## src/rtl/logic_preimage_finder.sv

```systemverilog
// Exhaustive preimage search for E = C&D, F = ~((A&B)|C) | (C&D).
// Streams every {A,B,C,D} that hits the requested {E,F}, then pulses done.
module logic_preimage_finder #(
    parameter bit DESCEND     = 1'b0,
    parameter int MAX_MATCHES = 16
) (
    input  logic       clk,
    input  logic       rst,
    input  logic       start,
    input  logic [1:0] tgt,
    input  logic       abort,
    output logic       busy,
    output logic       m_valid,
    output logic [3:0] m_vec,
    input  logic       m_ready,
    output logic       done,
    output logic [4:0] match_cnt,
    output logic       none_found
);

    typedef enum logic [1:0] {
        IDLE,
        SCAN,
        EMIT,
        DONE
    } state_t;

    localparam logic [3:0] FIRST   = DESCEND ? 4'd15 : 4'd0;
    localparam logic [3:0] LAST    = DESCEND ? 4'd0 : 4'd15;
    localparam logic [4:0] MAX_CNT = 5'(MAX_MATCHES);

    state_t     state;
    logic [3:0] idx;
    logic [3:0] idx_step;
    logic [1:0] tgt_q;
    logic       hit;
    logic       at_last;
    logic [4:0] cnt_inc;

    function automatic logic [1:0] gate_f(input logic [3:0] v);
        logic a, b, c, d;
        {a, b, c, d} = v;
        return {c & d, ~((a & b) | c) | (c & d)};
    endfunction

    always_comb begin
        hit      = (gate_f(idx) == tgt_q);
        at_last  = (idx == LAST);
        idx_step = DESCEND ? idx - 4'd1 : idx + 4'd1;
        cnt_inc  = match_cnt + 5'd1;
    end

    always_ff @(posedge clk) begin
        if (rst) begin
            state      <= IDLE;
            idx        <= 4'd0;
            tgt_q      <= 2'd0;
            busy       <= 1'b0;
            m_valid    <= 1'b0;
            m_vec      <= 4'd0;
            done       <= 1'b0;
            match_cnt  <= 5'd0;
            none_found <= 1'b0;
        end else begin
            done <= 1'b0;
            // abort beats start in IDLE and discards an unaccepted match
            if (abort) begin
                state   <= IDLE;
                busy    <= 1'b0;
                m_valid <= 1'b0;
            end else begin
                unique case (state)
                    IDLE: begin
                        if (start) begin
                            tgt_q     <= tgt;
                            idx       <= FIRST;
                            match_cnt <= 5'd0;
                            busy      <= 1'b1;
                            state     <= SCAN;
                        end
                    end
                    SCAN: begin
                        if (hit) begin
                            m_vec   <= idx;
                            m_valid <= 1'b1;
                            state   <= EMIT;
                        end else if (at_last) begin
                            busy  <= 1'b0;
                            state <= DONE;
                        end else begin
                            idx <= idx_step;
                        end
                    end
                    EMIT: begin
                        if (m_ready) begin
                            m_valid   <= 1'b0;
                            match_cnt <= cnt_inc;
                            if (at_last || cnt_inc == MAX_CNT) begin
                                busy  <= 1'b0;
                                state <= DONE;
                            end else begin
                                idx   <= idx_step;
                                state <= SCAN;
                            end
                        end
                    end
                    DONE: begin
                        done       <= 1'b1;
                        none_found <= (match_cnt == 5'd0);
                        state      <= IDLE;
                    end
                    default: state <= IDLE;
                endcase
            end
        end
    end

endmodule

```

## config.mk

```make
export PLATFORM = sky130hd
export DESIGN_NAME = logic_preimage_finder
export DESIGN_NICKNAME = d
export VERILOG_FILES = /design/src/rtl/logic_preimage_finder.sv
export SDC_FILE = /design/constraint.sdc
export NUM_CORES = 1
export LEC_CHECK = 0
export ABC_AREA = 1
export BUFFER_PORTS_ARGS = -buffer_cell sky130_fd_sc_hd__buf_2
export CAP_MARGIN = 20
export CORE_ASPECT_RATIO = 2
export CORE_UTILIZATION = 35
export CTS_BUF_LIST = sky130_fd_sc_hd__clkbuf_8 sky130_fd_sc_hd__clkbuf_16
export CTS_CLUSTER_DIAMETER = 50
export DETAILED_ROUTE_END_ITERATION = 6
export HOLD_SLACK_MARGIN = 0.15
export PLACE_DENSITY = 0.67
export SLEW_MARGIN = 20
export SYNTH_ARGS = -nofsm -noshare
export SYNTH_HDL_FRONTEND = slang
export SYNTH_SLANG_ARGS = --single-unit
```

## constraint.sdc

```tcl
create_clock -name clk -period 1.6 [get_ports clk]
set_clock_uncertainty 0.15 [all_clocks]
set_input_delay 0.24 -clock clk [delete_from_list [all_inputs] [get_ports clk]]
set_output_delay 0.24 -clock clk [all_outputs]
set_load 0.01 [all_outputs]
```

# ---- Yosys cells after proc, flatten, opt, wreduce, memory -nomap -nowiden
# Cells that the tools add are included.
dict set report word_totals {
  register_bits 21
  elab_cells 72
}
dict set report classes {
  add_sub_neg 2
  eq_ne 15
  n_mux 25
  n_bitwise 6
  reduce_logical 15
}
# operator count
set op_table {}
lappend op_table {{$mux W4} 5}
lappend op_table {{$ne A2 B2 Y1 const B} 8}
lappend op_table {{$pmux W4 S3} 1}
lappend op_table {{$reduce_and A3 Y1} 4}
lappend op_table {{$mux W2} 5}
lappend op_table {{$mux W5} 2}
lappend op_table {{$pmux W5 S2} 1}
lappend op_table {{$mux W1} 8}
lappend op_table {{$pmux W2 S4} 1}
lappend op_table {{$reduce_and A7 Y1} 1}
lappend op_table {{$reduce_and A6 Y1} 1}
lappend op_table {{$add A5 B1 Y5 const B} 1}
lappend op_table {{$eq A5 B5 Y1 const B} 1}
lappend op_table {{$logic_not A5 Y1} 1}
lappend op_table {{$add A4 B1 Y4 const B} 1}
lappend op_table {{$eq A2 B2 Y1 const B} 2}
lappend op_table {{$eq A4 B4 Y1 const B} 1}
lappend op_table {{$reduce_and A4 Y1} 1}
lappend op_table {{$reduce_bool A2 Y1} 2}
lappend op_table {{$ne A3 B3 Y1 const B} 1}
lappend op_table {{$pmux W1 S3} 1}
lappend op_table {{$reduce_bool A3 Y1} 1}
lappend op_table {{$and A1 B1 Y1} 2}
lappend op_table {{$eq A2 B1 Y1 const B} 1}
lappend op_table {{other kinds (8)} 10}

# ---- Logic depth before layout (Yosys ltp)
dict set report logic_depth {
  depth_word 7
  mapped_depth 13
  depth_no_buf 13
}

# ---- Worst setup path after synthesis
# OpenSTA, ideal clock, no wires.
dict set report synth_path {
  path_type {register to register}
  start {register state[0]}
  end {register match_cnt[3]}
  arrival_ns 1.520
  required_time_ns 1.386
  setup_slack_ns -0.134
  path_stages_with_launch 13
  period_less_slack_ns 1.734
  cell_sequence {dfxtp_1 inv_1 ha_1 inv_2 nor2_2 inv_2 nand2_4 nor3_4 inv_2 nor2_2 inv_2 o21a_1 nor2_1}
}
dict set report synth_via {
  elab_chain_cells 3
  elab_cells_between_ends 7
  classes_between {eq/ne (3); mux (1); reduce/logical (3)}
}
# element line
set synth_rtl {}
lappend synth_rtl {{start, declared} 32} ;# state_t state;
lappend synth_rtl {{start signal, assigned} 55} ;# state <= IDLE;
lappend synth_rtl {{start signal, assigned} 68} ;# state <= IDLE;
lappend synth_rtl {{start signal, assigned} 79} ;# state <= SCAN;
lappend synth_rtl {{$eq A2 B2 Y1 or $logic_not A2 Y1 (tied branches)} 72} ;# unique case (state)
lappend synth_rtl {{$ne A2 B2 Y1 (no line) or $reduce_bool A2 Y1 (tied branches)} n/a}
lappend synth_rtl {{$reduce_and A4 Y1 (no line)} n/a}
lappend synth_rtl {{end signal, assigned} 97} ;# match_cnt <= cnt_inc;
lappend synth_rtl {{end, declared} 17} ;# output logic [4:0] match_cnt,
# Several ways; a longest one is shown, not always the timed one.
# A chain may end at the register's enable or synchronous reset.

# ---- Worst setup path after layout
dict set report layout_path {
  start {register state[0]}
  end {register state[1]}
}
dict set report layout_via {
  elab_chain_cells 3
  elab_cells_between_ends 9
  classes_between {eq/ne (6); mux (1); reduce/logical (2)}
}
# element line
set layout_rtl {}
lappend layout_rtl {{$eq A2 B1 Y1 (tied with other cells)} 72}
lappend layout_rtl {{$ne A3 B3 Y1 (no line) or $ne A2 B2 Y1 (tied branches)} n/a}
lappend layout_rtl {{$reduce_and A3 Y1 (no line)} n/a}
# Several ways; a longest one is shown, not always the timed one.

==> results by group <==
Outcome
  • Status: complete, but fails checks
  • Failing checks: DRC

Drt
  • First-iteration detailed-routing DRC count: 33
  • DR WL met3: 68 um
  • Met1 WL: 1100 um
  • Routed via count: 1265
  • Top Metal Used: met4
  • Post-DR vias/cell: 5.06
  • First-pass detailed-route iteration total: 6
  • Metal2 WL: 1900 um
  • Number of remaining DRC errors: 3
  • Routed WL: 3210 um
  • Per-cell routed wire length: 12.9 um
  • DRT antenna net count: 0

Cells and area
  • Nets: 234
  • Area Growth Syn to Fin: 49.3%
  • Non-filler instance count after layout: 250
  • Sequential cell area: 437 um^2
  • Layout cells sized above 1: 47.9%
  • Ant diodes: 0
  • Fill count: 304
  • Area of the multi-input gates: 866 um^2
  • Design Area, Final: 1800 um^2

Synth
  • Cell taking the most area after synthesis: dfxtp_1
  • Syn_area_per_cell: 7.04 um^2
  • Area contributors post-synth: dfxtp_1 (35%), nand2_1 (11%), ha_1 (7.3%), inv_1 (7.2%), a21oi_1 (7.1%)
  • Register area share after synthesis: 34.9%
  • Simple-gate share of the synthesized area: 32.4%
  • Seq cells post-synth: 21
  • Syn Inst Count: 171
  • YS warnings: 0
  • Synth cell types: 26
  • Adder-cell share of the synthesized area: 7.28%
  • Syn nets: 185
  • Largest family of logic cells by synthesized area: simple AND/OR/NAND/NOR gates
  • Mux cell area share after synthesis: 0%
  • Share of the synthesized area in the top cell type: 34.9%
  • Xor/xnor share of the synthesized area: 1.46%
  • Post-Syn Area: 1200 um^2
  • Compound-Gate Fraction of Synth Area: 15.1%

Setup path
  • R2r worst-path depth: 11
  • CP Max Fanout: 3
  • Critical Path AT: 1.62 ns
  • CP Capture Point: state[1]$_SDFFE_PP0P_
  • FF-to-FF setup slack: 0.001 ns
  • Crit path from: state[0]$_SDFFE_PP0P_
  • Reg2Reg Launch Point: state[0]$_SDFFE_PP0P_
  • Worst EP required: 1.62 ns
  • Critical path capture point type: register
  • Reg2reg end: state[1]$_SDFFE_PP0P_
  • Startpoint type of the worst setup path: register
  • Crit Path Category: register to register

Placed design
  • Placer Congestion: 0.778
  • Placed Instances: 235
  • Placed cell area: 1470 um^2
  • Post-DP HPWL: 2280 um
  • Port bufs: 19

GRT
  • Tot GR Track Use: 17.8%
  • Number of global-route vias before repair: 1191
  • Largest net degree at the start of global routing: 14
  • Initial antenna violation count: 0
  • Global-route wire length before repair: 4920 um
  • GR Overflow Total: 0

Power
  • Logic pwr share: 22.7%
  • Internal power: 839 uW
  • Sw Pwr: 377 uW
  • Clock Power Share: 31.0%
  • Reg power frac: 46.3%
  • Switch share: 31.0%
  • LEAKAGE: 0.000797 uW
  • Pwr dens: 676 nW/um^2
  • Peak VDD IR: 0.000492 V

CTS
  • Cts bufs inserted: 3
  • Clock Latency Late Sink: 0.28 ns
  • Clk sinks: 21
  • CTS tree: done
  • Clock slew at reported path FFs: 0.09 ns
  • CTS Hold Bufs: 2
  • H-tree levels: 1
  • Root Buffer: clkbuf_8
  • Clock Tree Buf Depth: 2

Floorplan
  • Cell Rows: 29
  • DIE AREA: 3690 um^2
  • Core area: 3230 um^2
  • I/O pins: 20
  • DIE HEIGHT: 84.9 um
  • Starting Density: 37.3%
  • Die W: 43.5 um

Timing
  • Setup-failing EPs final: 0
  • Fmax: 625 MHz
  • Final worst-path cycle share: 99.9%
  • Final Max Slew Viols: 0
  • Worst slew pin tran: 0.383 ns
  • RSZ-0062 raised after global routing: true
  • Rel. slew slack: 74.4%
  • Final hold violation count: 0
  • Minimum clock period: 1.60 ns
  • Post-Route Setup TNS: 0 ns

Min path
  • Worst Hold Class: primary input to register
  • Hold_sp: rst

Flow run
  • Maxcap violations: 0
final cells by class:
class,count,share of cell area [%]
multi-input combinational,122,48.2
sequential,21,24.3
timing repair buffer,45,16.9
inverter,27,5.92
clock buffer,3,2.30
tap,31,2.16
clock inverter,1,0.279
power by group through the flow:
stage                     combinational [uW]  sequential, uW  clock (uW)
after floorplan                          130             570           0
after global placement                   204             566           0
after detailed placement                 205             567           0
after CTS                                231             553         379
after global routing                     304             565         405
final                                    276             563         377
cell usage after synthesis:
master	instances
dfxtp_1	21
nand3_1	11
xnor2_1	1
o21a_1	1
nand3_4	1
nor2_2	2
o211ai_1	1
ha_1	7
nor2_1	18
nand4_1	1
buf_2	1
o21bai_1	1
nor3_1	2
nor3_4	1
nand3b_1	1
inv_1	23
nand2_4	2
nand2_1	34
a21oi_1	17
nor2_4	2
inv_2	4
o21ai_1	1
a21oi_2	1
xor2_1	1
o21ai_0	12
nand2_2	4
flip-flops by register name, summed over array words and instances, names as in the netlist:
register / count
match_cnt: 5
idx: 4
m_vec: 4
state: 2
tgt_q: 2
busy: 1
done: 1
m_valid: 1
none_found: 1
cells by family (layout without fill, tap and decap cells):
group | Yosys count | after routing
and+or+nand+nor | 79 | 79
AOI/OAI and AO/OA | 34 | 34
buffers and inverters | 28 | 76
DFF | 21 | 21
adders and majority gates | 7 | 7
xor gates and xnor gates | 2 | 2
layer usage:
| layer | up-vias | track usage [%] |
|---|---|---|
| met5 | - | 0 |
| met2 | 24 | 35.3 |
| li1 | 642 | - |
| met3 | 11 | 2.13 |
| met1 | 588 | 15.6 |
| met4 | 0 | 11.1 |
worst max-delay path, cell delays in order, from the launching register on:
cell     delay, ns
dfxtp_2       0.35
inv_2         0.06
ha_4          0.16
inv_2         0.05
nor2_2        0.03
inv_2         0.07
nand2_4       0.07
buf_4         0.14
a21oi_4       0.15
nand2_1       0.08
nand2_1       0.10
a21oi_2       0.06
worst min-delay path by stage:
stage	endpoint	slack, ns	cells after the start
finish	match_cnt[3]$_SDFFE_PP0P_	0.06	2
global route	match_cnt[1]$_SDFFE_PP0P_	0.04	2
CTS	match_cnt[3]$_SDFFE_PP0P_	0.05	2
detailed placement	m_valid$_SDFFE_PP0P_	0.30	2
global placement	m_valid$_SDFFE_PP0P_	0.30	2
floorplan	match_cnt[1]$_SDFFE_PP0P_	0.16	1
metrics by stage:
| step | setup WS (ns) | power [uW] | utilization, % | hold slack, ns |
|---|---|---|---|---|
| floorplan | 0.00150 | 701 | - | 0.159 |
| global placement | -0.0880 | 770 | 45.6 | 0.296 |
| detailed placement | -0.0923 | 772 | 45.6 | 0.298 |
| CTS | -0.0245 | 1160 | 50.1 | 0.0549 |
| global route | -0.104 | 1270 | 55.6 | 0.0420 |
| finish | 0.000959 | 1220 | 55.6 | 0.0615 |
repair_timing:
action                                  CTS  global route
buffers inserted                          5             4
hold endpoints to repair                  6             4
endpoints found under the setup margin   15            17
resized for setup                        14            43
pin swaps                                 7            13
cells in the final DEF, fill, tap and decap left out, drive strengths merged, types with 2 or more instances in the layout:
cell type and instances:
buf 43, nand2 40, inv 27, nor2 22, dfxtp 21, a21oi 18
o21ai 13, nand3 12, ha 7, clkbuf 3, nor3 3, dlygate4sd3 2
Note: power is estimated with default switching activity, not from simulation.
